`config.mk`:
```
export PLATFORM = sky130hd
export DESIGN_NAME = tff_count_ctrl
export DESIGN_NICKNAME = d
export VERILOG_FILES = /design/src/rtl/tff_count_pkg.sv /design/src/rtl/tff_bit.sv /design/src/rtl/tff_count_ctrl.sv
export SDC_FILE = /design/constraint.sdc
export NUM_CORES = 1
export LEC_CHECK = 0
export CAP_MARGIN = 20
export CORE_MARGIN = 3
export CORE_UTILIZATION = 41
export DETAILED_ROUTE_END_ITERATION = 16
export GPL_TIMING_DRIVEN = 0
export PLACE_DENSITY = 0.76
export SLEW_MARGIN = 20
export SYNTH_ARGS = -nofsm -noshare
export SYNTH_HDL_FRONTEND = slang
export SYNTH_SLANG_ARGS = --single-unit
```
`constraint.sdc`:
```
create_clock -name Clk -period 2 [get_ports Clk]
set_clock_uncertainty 0.05 [all_clocks]
set_input_delay 0.4 -clock Clk [delete_from_list [all_inputs] [get_ports Clk]]
set_output_delay 0.4 -clock Clk [all_outputs]
set_load 0.01 [all_outputs]
```
`src/rtl/tff_count_pkg.sv`:
```
// ---------------------------------------------------------------------------
// tff_count_pkg
//   Shared types and helpers for the TFF-bank counter controller.
//   - ctrl_state_t : controller FSM states.
//   - modulus_ok() : elaboration-time legality check for the count modulus.
// ---------------------------------------------------------------------------
package tff_count_pkg;

  typedef enum logic [1:0] {
    IDLE = 2'd0,
    RUN  = 2'd1,
    DONE = 2'd2
  } ctrl_state_t;

  // A modulus is legal when it spans at least two states and every state
  // fits in the bank.
  function automatic bit modulus_ok(input int width, input int modulus);
    return (width >= 1) && (width <= 30) &&
           (modulus >= 2) && (modulus <= (1 << width));
  endfunction

endpackage : tff_count_pkg

```
`src/rtl/tff_bit.sv`:
```
// ---------------------------------------------------------------------------
// tff_bit
//   One toggle flip-flop with asynchronous active-low clear.
//   Ports:
//     Clk  in   rising-edge clock
//     ClrN in   asynchronous clear, active-low
//     T    in   toggle enable, sampled on the rising edge
//     Q    out  stored bit
// ---------------------------------------------------------------------------
module tff_bit (
  input  logic Clk,
  input  logic ClrN,
  input  logic T,
  output logic Q
);

  // NOTE: state registers use non-blocking (<=) so every flop samples the
  // pre-edge values, independent of process ordering.
  always_ff @(posedge Clk or negedge ClrN) begin
    if (!ClrN) begin
      Q <= 1'b0;
    end else if (T) begin
      Q <= ~Q;
    end
  end

endmodule : tff_bit

```
`src/rtl/tff_count_ctrl.sv`:
```
// ---------------------------------------------------------------------------
// tff_count_ctrl
//   Sequencing controller for a bank of WIDTH toggle flip-flops implementing
//   a modulo-MODULUS up/down counter with parallel load, free-run and
//   one-shot modes. The controller computes the desired next value and
//   drives each cell's toggle input with (current ^ next); the bank is never
//   written directly.
//   Parameters:
//     WIDTH    number of TFF bits
//     MODULUS  count modulus, 2 .. 2**WIDTH
//   Ports:
//     Clk      in   rising-edge clock
//     ClrN     in   asynchronous clear, active-low
//     Start    in   IDLE -> RUN request (level)
//     Stop     in   RUN -> IDLE request (level), suppresses the step
//     OneShot  in   1: stop after one wrap, 0: free-run
//     Up       in   count direction, 1 = up
//     Load     in   parallel load request, any state
//     LoadVal  in   value to load (out-of-range loads 0)
//     Q        out  bank contents
//     TC       out  terminal count (combinational)
//     Busy     out  high in RUN
//     Done     out  one-cycle pulse after a one-shot wrap
// ---------------------------------------------------------------------------
module tff_count_ctrl
  import tff_count_pkg::*;
#(
  parameter int WIDTH   = 4,
  parameter int MODULUS = 10
) (
  input  logic             Clk,
  input  logic             ClrN,
  input  logic             Start,
  input  logic             Stop,
  input  logic             OneShot,
  input  logic             Up,
  input  logic             Load,
  input  logic [WIDTH-1:0] LoadVal,
  output logic [WIDTH-1:0] Q,
  output logic             TC,
  output logic             Busy,
  output logic             Done
);

  if (!modulus_ok(WIDTH, MODULUS)) begin : g_bad_modulus
    $error("tff_count_ctrl: MODULUS must lie in 2..2**WIDTH");
  end

  localparam logic [WIDTH-1:0] MAX_VAL = WIDTH'(MODULUS - 1);
  localparam logic [WIDTH-1:0] ONE     = WIDTH'(1);
  // One bit wider so MODULUS == 2**WIDTH is representable.
  localparam logic [WIDTH:0]   MOD_EXT = (WIDTH + 1)'(MODULUS);

  ctrl_state_t      state_q, state_d;
  logic [WIDTH-1:0] nxt;
  logic [WIDTH-1:0] toggle;
  logic             at_max, at_zero;

  // -------------------------------------------------------------------------
  // Storage bank
  // -------------------------------------------------------------------------
  for (genvar i = 0; i < WIDTH; i++) begin : g_bank
    tff_bit u_bit (
      .Clk  (Clk),
      .ClrN (ClrN),
      .T    (toggle[i]),
      .Q    (Q[i])
    );
  end

  // -------------------------------------------------------------------------
  // Output decode
  // -------------------------------------------------------------------------
  assign at_max  = (Q == MAX_VAL);
  assign at_zero = (Q == '0);
  assign Busy    = (state_q == RUN);
  assign Done    = (state_q == DONE);
  // TC reflects the wrap condition even when Load or Stop suppresses the step.
  assign TC      = Busy & (Up ? at_max : at_zero);

  // -------------------------------------------------------------------------
  // Next value and next state
  // -------------------------------------------------------------------------
  // NOTE: every signal written here gets a default first so no path leaves
  // it unassigned, which would otherwise infer a latch.
  always_comb begin
    nxt     = Q;
    state_d = state_q;

    unique case (state_q)
      IDLE: begin
        if (Start && !Stop) state_d = RUN;
      end
      RUN: begin
        if (Stop) begin
          state_d = IDLE;
        end else begin
          if (Up) nxt = at_max  ? '0      : Q + ONE;
          else    nxt = at_zero ? MAX_VAL : Q - ONE;
          if (OneShot && TC) state_d = DONE;
        end
      end
      DONE: begin
        state_d = IDLE;
      end
      default: begin
        state_d = IDLE;
      end
    endcase

    // Load wins over Stop and counting; it leaves IDLE/RUN in place while
    // DONE still retires to IDLE.
    if (Load) begin
      nxt = ({1'b0, LoadVal} < MOD_EXT) ? LoadVal : '0;
      if (state_q != DONE) state_d = state_q;
    end
  end

  assign toggle = Q ^ nxt;

  always_ff @(posedge Clk or negedge ClrN) begin
    if (!ClrN) begin
      state_q <= IDLE;
    end else begin
      state_q <= state_d;
    end
  end

endmodule : tff_count_ctrl
```
==> flow_summary.toml <==
[sta]
max_freq_mhz = 481
relSlewSlack_pct = 71.2
fin_tns_setup_ps = -79.2
fin_hold_ws_ps = 344
tightest_slew_ps = 431
slew_viol_final = 0
rsz0062_at_grt = "true"
hold_viol = 0
final.period_utilization_pct = 104
worst_slack_ps = -79.2
setup_viol = 1
final.min_clock_period_ps = 2080

[route]
ant_nets = 0
drt-wirelength-per-cell_um = 12.8
drt_first_pass_iters = 3
drc = 0
routed-via-count = 617
drt_wl_total_um = 1460
drtIter0Drc = 11
via_per_inst = 5.41

[final_layout]
drive_gt1_share_pct = 34.3
area_delta_synth_final_pct = 43.7
num_antenna_cells = 0
nFillCells = 125
nets = 115

[place]
dp_hpwl_um = 1060
pre_cts_ws_ps = -695
place.gp.congestion = 0.749
port_buffers = 15

[critical_path]
crit_chain = "inv_2, ha_4, or3b_4, a21oi_4, and2_1, buf_2"
crit_start = "g_bank[0].u_bit.Q$_DFFE_PN0P_"
start_kind = "register"
slowest_stage = "dfrtp_2"
critical_path_class = "register to primary output"
cp-end-kind = "primary output"
cpPeakStageDelay_ps = 400
cp_num_buf_inv = 2
worstPathMaxFanout = 2
crit_arrival_ps = 1630
cp_data_required_time_ps = 1550
r2r_slack_ps = 140
r2r_start = "g_bank[1].u_bit.Q$_DFFE_PN0P_"
crit_end = "TC"
worstSetupPathDepth = 6
reg2reg_to = "g_bank[3].u_bit.Q$_DFFE_PN0P_"
crit_family = "simple AND/OR/NAND/NOR gates"
rr_worst_depth = 6

[synthesis]
syn_area_um2 = 618
yosysMostFrequentCell = "nand2_1"
ys_seq_area_share_pct = 24.3
ys_ff_latch = 6
yosysWarnings = 0
syn-instance-count = 74
synth_flop_cell = "dfrtp_1"
synth_edf_count = 0
synth_top_area_share_pct = 24.3
syn_nets = 88
yosysUniqueCellTypes = 35
synth_commonest_cells = "nand2_1, dfrtp_1, nor2_1"
yosys-top-cells-area = "dfrtp_1, ha_1, buf_4"
syn_area_per_cell_um2 = 8.35
ys_async_sr_fraction_pct = 100
synth_top_cell_by_area = "dfrtp_1"

[floorplanning]
fp.dieArea_um2 = 2010
fp.dieW_um = 44.8
die_y_um = 44.8
pin_count = 18
start_util_pct = 45.8
core_area_um2 = 1350
rows = 13

[power_and_ir_drop]
seq_power_share_pct = 27.9
p_per_area_nw_per_um2 = 615
power_leakage_nw = 0.377
p_int_w = 0.000363
p_sw_w = 0.000183
p_clk_share_pct = 20.1
total_power_w = 0.000547
combPwrFrac_pct = 52.0
ir_drop_mv = 0.383
switching_share_pct = 33.5

[cts]
cts-root-buf = "clkbuf_4"
cts_buffers = 3
max-clock-path-buffers = 2
cts_sinks = 6
htreeDepth = 1
cts_hold_buf = 0
clk-insertion-delay-late_ps = 240
cts_tree = "yes"
path_clk_slew_ps = 40

[run_status]
status = "finished with violations"
violations = "negative setup slack"

[min_path]
hold_path_class = "primary input to asynchronous set/reset pin"

[global_route]
grt_overflow = 0
grt_max_degree = 11
grt_pass1_vias = 572
grt_pass1_wl_um = 2350
grt_usage_pct = 15.7
antenna_found_initial = 0

[run]
drv_cap = 0
==> layer usage <==
metal  GRT usage, %  up-vias  part of all wire, %
met2           23.5       12                   52
met3           3.19        2                  3.3
met4           8.77        0                  1.2
li1               -      315                    -
met1           20.8      288                   43
met5              0        -                    0
==> cells in the final DEF (no fill, tap or decap), types with 2 or more instances in the layout <==
cell	synthesis	routed
nor2_1	6	6
o21ai_0	4	4
mux2_2	2	2
buf_4	4	11
nor3b_1	3	3
clkdlybuf4s50_1	0	14
o21ai_1	2	2
buf_2	2	3
nand2_1	7	7
dfrtp_1	6	4
inv_2	0	2
inv_1	4	2
nand3b_1	2	2
nor2b_1	3	3
dfrtp_2	0	2
clkbuf_4	0	3
nand3_1	2	2
nor3_1	2	2
==> state kept, by name, indices dropped and copies added, names as in the netlist <==
| signal | count |
|---|---|
| g_bank.u_bit.Q | 4 |
| state_q | 2 |
==> power by group through the flow <==
stage,sequential (W),combinational (W),clock [W]
2_1_floorplan,0.000155,0.000152,0
3_3_place_gp,0.000161,0.000222,0
3_5_place_dp,0.000162,0.000229,0
4_1_cts,0.000152,0.000270,0.000114
5_1_grt,0.000156,0.000314,0.000116
6_report,0.000152,0.000284,0.000110
==> worst register-to-register path, stage by stage, from the launching register on <==
cell      delay, ps
dfrtp_2         410
buf_4           130
buf_4           150
or4b_4          510
o311ai_2        100
a221oi_2        110
a311o_1         280
==> area by class of cell <==
class                           count  area [um^2]  share of cell area, %
Multi-Input combinational cell     56          427                   48.0
Timing Repair Buffer               22          198                   22.3
Sequential cell                     6          153                   17.2
Buffer                              8         55.1                   6.20
Clock buffer                        3         22.5                   2.54
Tap cell                           15         18.8                   2.11
Inverter                            4         15.0                   1.69
==> stage by stage <==
stage / util, % / cell area [um^2] / instances
after floorplan: - / 621 / 74
after global placement: 58.5 / 790 / 104
after detailed placement: 58.5 / 790 / 104
after CTS: 63.9 / 863 / 112
after global routing: 65.8 / 888 / 114
final: 65.8 / 888 / 114
==> worst min path at each step <==
stage,endpoint,depth (start not counted)
after floorplan,g_bank[0].u_bit.Q$_DFFE_PN0P_,0
after global placement,state_q[0]$_DFFE_PN0P_,1
after detailed placement,state_q[0]$_DFFE_PN0P_,1
after CTS,state_q[0]$_DFFE_PN0P_,1
after global routing,state_q[0]$_DFFE_PN0P_,1
final,state_q[1]$_DFFE_PN0P_,1
==> timing repair <==
action | CTS | global route
gates cloned | 0 | 0
endpoints found under the setup margin | 1 | 1
buffers inserted | 5 | 2
gates resized for setup | 11 | 2
pin swaps | 3 | 2
==> kinds of logic (layout without fill, tap and decap cells) <==
group | after synthesis | after routing | share of synthesized area [%]
and+or+nand+nor | 33 | 33 | 31.4
AOI/OAI and AO/OA | 17 | 17 | 21.7
DFF | 6 | 6 | 24.3
buffers and inverters | 12 | 37 | 11.3
adders and majority gates | 3 | 3 | 6.07
muxes | 3 | 3 | 5.26
Note: power is estimated with default switching activity, not from simulation.
